**src/rtl/serial_rx_deframer.sv**
```systemverilog
// rtl/serial_rx_deframer.sv - asynchronous-serial receive deframer with mid-bit sampling
//
// Recovers LSB-first bytes from an already-synchronized serial line (idle high).
// Optional even-parity bit is compiled in when SERIAL_RX_PARITY_CHECK_EN is defined.
//
// Parameters:
//   CLKS_PER_BIT   clocks per serial bit (4..1023)
//   NUM_DATA_BITS  data bits per frame (5..8)
// Ports:
//   clk            system clock, rising edge
//   n_rst          asynchronous active-low reset
//   serial_in      synchronized serial line
//   data_read      consumer pulse acknowledging the current byte
//   rx_data        last good byte
//   data_ready     a good byte is waiting
//   framing_error  last frame had a low stop bit
//   overrun_error  a good byte overwrote an unread byte
//   parity_error   last frame failed even parity (constant 0 without the macro)

module serial_rx_deframer #(
    parameter int CLKS_PER_BIT  = 10,
    parameter int NUM_DATA_BITS = 8
) (
    input  logic                     clk,
    input  logic                     n_rst,
    input  logic                     serial_in,
    input  logic                     data_read,
    output logic [NUM_DATA_BITS-1:0] rx_data,
    output logic                     data_ready,
    output logic                     framing_error,
    output logic                     overrun_error,
    output logic                     parity_error
);

    localparam logic [9:0] HALF_LAST = 10'(CLKS_PER_BIT / 2 - 1);
    localparam logic [9:0] FULL_LAST = 10'(CLKS_PER_BIT - 1);
    localparam logic [2:0] LAST_BIT  = 3'(NUM_DATA_BITS - 1);

    typedef enum logic [2:0] {
        IDLE,
        START,
        DATA,
        STOP
`ifdef SERIAL_RX_PARITY_CHECK_EN
        , PARITY
`endif
    } state_t;

    state_t                   state;
    logic                     prev;
    logic [9:0]               cnt;
    logic [2:0]               bit_idx;
    logic [NUM_DATA_BITS-1:0] shift_reg;

`ifdef SERIAL_RX_PARITY_CHECK_EN
    logic par_bad;
`else
    assign parity_error = 1'b0;
`endif

    always_ff @(posedge clk or negedge n_rst) begin
        if (!n_rst) begin
            state         <= IDLE;
            prev          <= 1'b1;
            cnt           <= '0;
            bit_idx       <= '0;
            shift_reg     <= '0;
            rx_data       <= '0;
            data_ready    <= 1'b0;
            framing_error <= 1'b0;
            overrun_error <= 1'b0;
`ifdef SERIAL_RX_PARITY_CHECK_EN
            par_bad       <= 1'b0;
            parity_error  <= 1'b0;
`endif
        end else begin
            prev <= serial_in;

            // Consumer acknowledge; a good load later in this block overrides it.
            if (data_read) begin
                data_ready    <= 1'b0;
                overrun_error <= 1'b0;
            end

            case (state)
                IDLE: begin
                    // Only a true 1->0 transition starts a frame, so a line
                    // stuck low after a bad frame cannot retrigger.
                    if (!serial_in && prev) begin
                        state <= START;
                        cnt   <= '0;
                    end
                end

                START: begin
                    if (cnt == HALF_LAST) begin
                        cnt     <= '0;
                        bit_idx <= '0;
                        state   <= serial_in ? IDLE : DATA;
                    end else begin
                        cnt <= cnt + 10'd1;
                    end
                end

                DATA: begin
                    if (cnt == FULL_LAST) begin
                        cnt       <= '0;
                        // Shift in at the MSB so the LSB-first byte ends aligned.
                        shift_reg <= {serial_in, shift_reg[NUM_DATA_BITS-1:1]};
                        bit_idx   <= bit_idx + 3'd1;
                        if (bit_idx == LAST_BIT) begin
`ifdef SERIAL_RX_PARITY_CHECK_EN
                            state <= PARITY;
`else
                            state <= STOP;
`endif
                        end
                    end else begin
                        cnt <= cnt + 10'd1;
                    end
                end

`ifdef SERIAL_RX_PARITY_CHECK_EN
                PARITY: begin
                    if (cnt == FULL_LAST) begin
                        cnt     <= '0;
                        par_bad <= (^shift_reg) ^ serial_in;
                        state   <= STOP;
                    end else begin
                        cnt <= cnt + 10'd1;
                    end
                end
`endif

                STOP: begin
                    if (cnt == FULL_LAST) begin
                        cnt   <= '0;
                        state <= IDLE;
                        if (!serial_in) begin
                            framing_error <= 1'b1;
`ifdef SERIAL_RX_PARITY_CHECK_EN
                        end else if (par_bad) begin
                            parity_error  <= 1'b1;
                            framing_error <= 1'b0;
`endif
                        end else begin
                            rx_data       <= shift_reg;
                            data_ready    <= 1'b1;
                            framing_error <= 1'b0;
`ifdef SERIAL_RX_PARITY_CHECK_EN
                            parity_error  <= 1'b0;
`endif
                            if (data_ready && !data_read) begin
                                overrun_error <= 1'b1;
                            end
                        end
                    end else begin
                        cnt <= cnt + 10'd1;
                    end
                end

                default: state <= IDLE;
            endcase
        end
    end

endmodule

```
**config.mk**
```make
export PLATFORM = sky130hd
export DESIGN_NAME = serial_rx_deframer
export DESIGN_NICKNAME = d
export VERILOG_FILES = /design/src/rtl/serial_rx_deframer.sv
export SDC_FILE = /design/constraint.sdc
export NUM_CORES = 1
export LEC_CHECK = 0
export CAP_MARGIN = 25
export CORE_UTILIZATION = 56
export DETAILED_ROUTE_END_ITERATION = 8
export HOLD_SLACK_MARGIN = 0.03
export PLACE_DENSITY_LB_ADDON = 0.08
export SLEW_MARGIN = 20
export SYNTH_ARGS = -nofsm -noshare
export SYNTH_HDL_FRONTEND = slang
export SYNTH_SLANG_ARGS = --single-unit
```
**constraint.sdc**
```tcl
create_clock -name clk -period 2.7 [get_ports clk]
set_input_delay 0.405 -clock clk [delete_from_list [all_inputs] [get_ports clk]]
set_output_delay 0.405 -clock clk [all_outputs]
set_load 0.03 [all_outputs]
```
======== Yosys cells after proc, flatten, opt, wreduce, memory -nomap -nowiden ========
Index checks and enable logic that the tools add are counted.
storage, ports and cells
  bits in registers ....................... 36
  bits of input ports ..................... 4
  output and inout bits ................... 12
  word-level logic and storage cells ...... 60
operators by class
  $add $sub $neg .......................... 2
  equal/unequal tests ..................... 11
  muxes and demuxes ....................... 24
  reduce and logical (&&, ||, !) cells .... 14
operators by type and width
  kind                   count
  $mux 10                3
  $pmux 10 s3            1
  $mux 3                 7
  $pmux 3 s4             1
  $add 10x1->10 const B  1
  $eq 10x3->1 const B    1
  $eq 10x4->1 const B    1
  $mux 1                 10
  $ne 2x2->1 const B     5
  $eq 3x2->1 const B     2
  $pmux 3 s2             1
  $reduce_and 2->1       3
  $reduce_and 3->1       2
  $reduce_and 5->1       1
  $add 3x1->3 const B    1
  $eq 3x1->1 const B     1
  $eq 3x3->1 const B     1
  $logic_not 3->1        1
  $reduce_bool 3->1      1
  $logic_and 1x1->1      2
  $logic_not 1->1        2
  $mux 2                 1
  $reduce_bool 2->1      1
  $reduce_or 2->1        1

======== Longest topological paths before layout ========
Gate-level depths: netlist (run 1).
  depth in word-level cells ............... 6
  depth in mapped cells ................... 7
  gate-level depth less buffers ........... 6

======== Worst setup path before layout (run 1) ========
Ideal clock, no wire load.
  kind .................................... reg-to-reg
  start ................................... register cnt[4]
  end ..................................... register shift_reg[7]
  arrival time ............................ 1.837 ns
  slack ................................... 0.746 ns
  stages on the path, launching flop included .. 7
  path buffers ............................ 2
  cells stage by stage .................... dfrtp_1 > or4_4 > buf_6 > or4_4 > buf_6 > nand2_2 > o21ai_2
between the ends
  longest elaborated chain between the ends .. 2
RTL lines
  what                               RTL line  RTL
  start: declaration                 51        logic [9:0] cnt;
  start signal: assignment           101       cnt <= cnt + 10'd1;
  start signal: assignment           119       cnt <= cnt + 10'd1;
  start signal: assignment           158       cnt <= cnt + 10'd1;
  $eq 10x4->1                        106       if (cnt == FULL_LAST) begin
  $reduce_and 2->1 (no source line)  --
  end signal: assignment             109       shift_reg <= {serial_in, shift_reg[NUM_DATA_BITS-1:1]};
  end: declaration                   53        logic [NUM_DATA_BITS-1:0] shift_reg;
No other way between the ends.
A chain may end at the register's enable or synchronous reset.

======== Worst setup path after layout (run 1) ========
  start ................................... register cnt[4]
  end ..................................... register cnt[3]
between the ends
  longest elaborated chain between the ends .. 3
  elaborated cells on any way between the ends .. 5
  classes of those cells .................. eq/ne: 2; mux: 3
RTL lines
  what                                        RTL line      RTL
  $eq 10x4->1 or $eq 10x3->1 (tied branches)  106, 136, 96
  $mux 10 (on tied branches)                  106, 136, 96
  $pmux 10 s3 *                               85            case (state)
Every way passes the cells marked *; elsewhere a longest branch is shown, timed or not.

==> flow_metrics.tcl, run 1 <==
set metrics [dict create \
    area_growth_pct 11.91 \
    max_freq_ghz 0.4799 \
    cp_max_fo 8 \
    cts_buffer_depth 2 \
    endpoint_kind "flip-flop" \
    ys_ff_latch 35 \
    yosysTopAreaCell "dfrtp_1" \
    setup_viol 0 \
    largest_reg_flops 10 \
    port-buffer-count 14 \
    layout_setup_ws_ps 616.2 \
    cts.sinks 35 \
    max-cap-violations 0 \
    overflow 0 \
    grt_pass1_wl_mm 5.382 \
    setup_tns_ps 0 \
    worst_ep_arrival_time_ps 2280 \
    total_power_uw 811.4 \
    syn_avg_cell_area_um2 10.57 \
    clock_latency_ps 330 \
    yosys-top-cells-area "dfrtp_1 50%, nand2_1 7.3%, mux2_2 5.3%" \
    ant_nets 0 \
    clockPowerShare 0.330 \
    synth_top_area_frac 0.5030 \
    rsz0062_at_grt "no" \
    place_ws_ps 616.2 \
    seqCellArea_um2 877.1 \
    grt_use_total 0.2199 \
    syn_inst 160 \
    synth_edf_count 0 \
    globalplace.congestion 0.7982 \
    multi_input_area_um2 749.5 \
    rows 19 \
    die_area_um2 3244 \
    grt_pass1_vias 1190 \
    firstDrtPassIters 6 \
    drc 5 \
    drtIter0Drc 56 \
    worst-endpoint-required_ps 2900 \
    hp-class "primary input to async pin" \
    power_frac_comb 0.022 \
    dieHeight_um 56.96 \
    cts_made_buffers 5 \
    stdcell_area_um2 1893 \
    period_needed_ps 2084 \
    async_flop_share 1.000 \
    power_density_nw_per_um2 428.6 \
    initial_core_util 0.6030 \
    finClkSkew_ps 7.557 \
    cts-htree-levels 2 \
    nNetsFinal 186 \
    r2r_start "cnt[4]$_DFFE_PN0P_" \
    reg2regPathDepth 4 \
    final_util 0.6748 \
    antenna_found_initial 0 \
    cts_tree "built" \
    ioPinCount 16 \
    ys_top_cells_by_count "34 x dfrtp_1, 33 x nand2_1, 9 x o21ai_0" \
    crit_type "flip-flop to flip-flop" \
    post-route-period-util 0.7718 \
    switching_power_uw 179.8 \
    antenna_cells 0 \
    p_seq_frac 0.648 \
    ys.flop_type "dfrtp_1" \
    yosysMostFrequentCell "dfrtp_1" \
    tightest_slew_ps 591.3 \
    startpoint_type "flip-flop" \
    cts-root-buf "clkbuf_4" \
    fillers 241 \
    ys_seq_area_frac 0.5185 \
    internal-power_uw 631.6 \
    core-area_um2 2805 \
    die_w_um 56.96 \
    wl_mm 3.002 \
    grt_max_degree 36 \
    cts_resized 0 \
    syn_nets 169 \
    p_sw_frac 0.2216 \
    netlist_area_um2 1692 \
    cts_hold_buf 0 \
    slew_viol_final 0 \
    wl_per_cell_um 14.36 \
    final_layout_size_suffix_gt1_frac 0.1685 \
    cts_setup_buffers 0 \
    vias 1206 \
    hpwl_mm 2.192 \
    path_clk_slew_ps 100 \
    violations "design-rule violations" \
    status "complete, but fails checks" \
    p_leak_nw 0.9314 \
    relSlewSlack 0.6029 \
    avgViaCountPerCell 5.770 \
    hold_viol 0 \
    ys_warn_count 0 \
    ys_types 43 \
    ir_drop_mv 0.4098 \
    dpl_cell_area_um2 1843 \
    cp-startpoint "cnt[4]$_DFFE_PN0P_" \
]
[stage by stage]
stage,hold WS [ps],instances
after floorplan,109.4,160
after global placement,458.2,201
after detailed placement,482.0,201
after CTS,489.4,209
after global routing,511.5,209
final,472.4,209
[per-layer routing]
metal / up-vias / GRT usage / wire length (µm)
met4: 0 / 0.1010 / 44
met1: 584 / 0.2896 / 1418
met2: 26 / 0.3479 / 1408
met3: 5 / 0.05215 / 130
li1: 591 / - / -
met5: - / 0 / 0
[power groups by stage]
stage	combinational, mW	sequential [mW]	clock [mW]
6_report	0.0182	0.525	0.268
4_1_cts	0.0192	0.525	0.277
5_1_grt	0.0213	0.526	0.300
2_1_floorplan	0.00353	0.536	0
3_5_place_dp	0.0190	0.536	0
3_3_place_gp	0.0186	0.536	0
[critical path: stages (launching register included)]
cell and delay [ps]:
dfrtp_1 450, or4_4 630, o41ai_4 500, a21o_2 240, o211ai_1 130
[placed cells by master (no fill, tap or decap), drive strengths merged, types with 2 or more instances in the layout]
| cell | netlist | final |
|---|---|---|
| nand2 | 35 | 35 |
| dfrtp | 34 | 34 |
| clkdlybuf4s50 | 0 | 14 |
| o21ai | 10 | 10 |
| mux2 | 8 | 8 |
| nor2 | 7 | 7 |
| clkbuf | 2 | 7 |
| inv | 6 | 6 |
| ha | 5 | 5 |
| nand3 | 4 | 4 |
| a21oi | 4 | 4 |
| or3 | 4 | 4 |
| nand2b | 3 | 3 |
| or4 | 3 | 3 |
| a21o | 3 | 3 |
| or2 | 2 | 2 |
| nand3b | 2 | 2 |
| and3 | 2 | 2 |
| a31oi | 2 | 2 |
| xnor2 | 2 | 2 |
| a2bb2oi | 2 | 2 |
| a22o | 2 | 2 |
| buf | 4 | 2 |
| nor3 | 2 | 2 |
[path summary, 6_finish.rpt]
| kind | slack [ps] | to |
|---|---|---|
| worst max-delay path | 620 | cnt[3]$_DFFE_PN0P_ |
| worst max register to register | 620 | cnt[3]$_DFFE_PN0P_ |
| max in group asynchronous | 1900 | prev$_DFF_PN1_ |
| min in group clk | 500 | shift_reg[0]$_DFFE_PN0P_ |
| worst min-delay path | 470 | rx_data[2]$_DFFE_PN0P_ |
| worst min register to register | 500 | shift_reg[0]$_DFFE_PN0P_ |
[kinds of logic (layout without fill, tap and decap cells)]
family,count (synthesis),in the layout,share of synthesized area
AND/OR/NAND/NOR,67,67,0.2101
flip-flops,35,35,0.5185
AO/OA/AOI/OAI,30,30,0.1302
buffers and inverters,12,30,0.03846
multiplexers,8,8,0.05326
adder cells (fa/ha/maj),5,5,0.03698
XOR/XNOR,2,2,0.01036
other,1,1,0.002217
[layout make-up]
type                            instances  share of cell area
Clock buffer                            7             0.02379
Clock inverter                          1            0.002644
Inverter                                6             0.01190
Multi-Input combinational cell        113              0.3959
Sequential cell                        35              0.4633
Tap cell                               31             0.02049
Timing Repair Buffer                   16             0.08196
Power figures use the tool's default switching activity.
==> inputs of run 2 (changes only) <==
--- a/config.mk
+++ b/config.mk
@@ -6,7 +6,7 @@
 export NUM_CORES = 1
 export LEC_CHECK = 0
 export CAP_MARGIN = 25
-export CORE_UTILIZATION = 56
+export CORE_UTILIZATION = 50
 export DETAILED_ROUTE_END_ITERATION = 8
 export HOLD_SLACK_MARGIN = 0.03
 export PLACE_DENSITY_LB_ADDON = 0.08
==> constraint.sdc (replaced) <==
create_clock -name clk -period 1.9 [get_ports clk]
set_input_delay 0.285 -clock clk [delete_from_list [all_inputs] [get_ports clk]]
set_output_delay 0.285 -clock clk [all_outputs]
set_load 0.03 [all_outputs]
==> run 2 against run 1 <==
The run now ends clean; via count increased by 1.6%; largest power group unchanged; total power rose by 45%; hold slack lost 120 ps; clock-buffer cell count fell by 2.
==> flow_metrics.tcl, run 2 (synthesis results as in run 1) <==
set metrics [dict create \
    endpoint_kind "flip-flop" \
    wl_per_cell_um 13.49 \
    max_freq_ghz 0.5289 \
    p_leak_nw 0.9974 \
    wl_mm 3.129 \
    cts-htree-levels 2 \
    antenna_found_initial 0 \
    rrSetupSlack_ps 9 \
    largest_reg_flops 10 \
    worst_ep_arrival_time_ps 2130 \
    overflow 0 \
    max_stage_delay_ps 610 \
    cts_made_buffers 5 \
    fin_cells 232 \
    grt_max_degree 36 \
    ioPinCount 16 \
    slew_viol_final 0 \
    r2r_start "cnt[4]$_DFFE_PN0P_" \
    crit_slowest_cell "or4_4" \
    rows 20 \
    grt_pass1_vias 1242 \
    setup_viol 0 \
    cts_buffer_depth 2 \
    hold_viol 0 \
    crit_type "flip-flop to flip-flop" \
    total_power_mw 1.173 \
    drtIter0Drc 37 \
    antenna_cells 0 \
    hp-class "primary input to async pin" \
    final_common_cell "dfrtp_1" \
    max-cap-violations 0 \
    seqCellArea_um2 877.1 \
    startpoint_type "flip-flop" \
    area_growth_pct 19.16 \
    core-area_um2 3128 \
    final_util 0.6444 \
    avgViaCountPerCell 5.280 \
    grt_pass1_wl_mm 5.526 \
    ir_drop_mv 0.4214 \
    period_needed_ps 1891 \
    firstDrtPassIters 4 \
    globalplace.congestion 0.8213 \
    ant_nets 0 \
    hpwl_mm 2.255 \
    fillers 258 \
    stdcell_area_um2 2016 \
    post-route-period-util 0.9951 \
    clock_latency_ps 340 \
    reg2regPathDepth 5 \
    die_w_um 60.17 \
    die_area_um2 3620 \
    dieHeight_um 60.17 \
    port-buffer-count 14 \
    cts.sinks 35 \
    worst-endpoint-required_ps 2140 \
    crit_chain "or4_4, o41ai_4, buf_4, a21o_4, o21ai_0" \
    cts_tree "built" \
    power_density_nw_per_um2 582.2 \
    cts-root-buf "clkbuf_4" \
    dpl_cell_area_um2 1912 \
    grt_use_total 0.2122 \
    multi_input_area_um2 773.2 \
    cts_hold_buf 0 \
    drc 0 \
    status "complete, no violations" \
    finClkSkew_ps 8.248 \
    rsz0062_at_grt "yes" \
    final_layout_size_suffix_gt1_frac 0.2394 \
    path_clk_slew_ps 110 \
    initial_core_util 0.5408 \
    final_cell_mix "34 x dfrtp_1, 33 x nand2_1, 14 x clkdlybuf4s50_1" \
    nNetsFinal 196 \
    placedCellCount 221 \
    cp_max_fo 8 \
    rr_endpoint "cnt[7]$_DFFE_PN0P_" \
    vias 1225 \
]
## run 2: layer usage
metal  track usage  wire length (µm)  vias up
li1              -                 -      606
met1        0.2528              1375      594
met2        0.3438              1596       19
met3       0.06710                94        6
met4        0.1030                62        0
met5             0                 0        -
## run 2: how the worst max path moves through the flow
stage	from	end	depth (start not counted)	slack, ps
after floorplan	cnt[7]$_DFFE_PN0P_	cnt[3]$_DFFE_PN0P_	5	20
after global placement	cnt[7]$_DFFE_PN0P_	cnt[3]$_DFFE_PN0P_	4	8
after detailed placement	cnt[7]$_DFFE_PN0P_	cnt[2]$_DFFE_PN0P_	4	-20
after CTS	cnt[7]$_DFFE_PN0P_	rx_data[7]$_DFFE_PN0P_	4	1
after global routing	cnt[4]$_DFFE_PN0P_	cnt[3]$_DFFE_PN0P_	5	-60
final	cnt[4]$_DFFE_PN0P_	cnt[7]$_DFFE_PN0P_	5	9
## run 2: power breakdown
group          switching (mW)  internal (mW)
Clock                   0.259          0.141
Sequential           0.000246          0.746
Combinational          0.0193        0.00693
## run 2: metrics by stage
stage          TNS (ps)  hold slack, ps  setup slack, ps
4_1_cts               0           347.5            1.001
3_3_place_gp          0           459.2            7.555
3_5_place_dp     -83.96           484.5           -21.04
5_1_grt          -272.7           363.9           -55.01
2_1_floorplan         0          -10.59            20.54
6_report              0           349.0            9.285
## run 2: timing repair
item / in CTS / in global routing
pin swaps: 1 / 4
endpoints found under the hold margin: 0 / 0
gates resized for setup: 0 / 9
buffers inserted: 0 / 3
endpoints found under the setup margin: 8 / 23
## run 2: worst max-delay path: cells and delay by family (launching register included)
family                 cells  cell delay, ps
AOI/OAI and AO/OA          3             590
buffers and inverters      1             190
and+or+nand+nor            1             610
DFF                        1             400
## run 2: final cells by class
type	count	area share
tap	44	0.02731
sequential	35	0.4351
clock buffer	5	0.01862
multi-input combinational	113	0.3836
inverter	6	0.01117
clock inverter	3	0.009932
timing repair buffer	26	0.1142
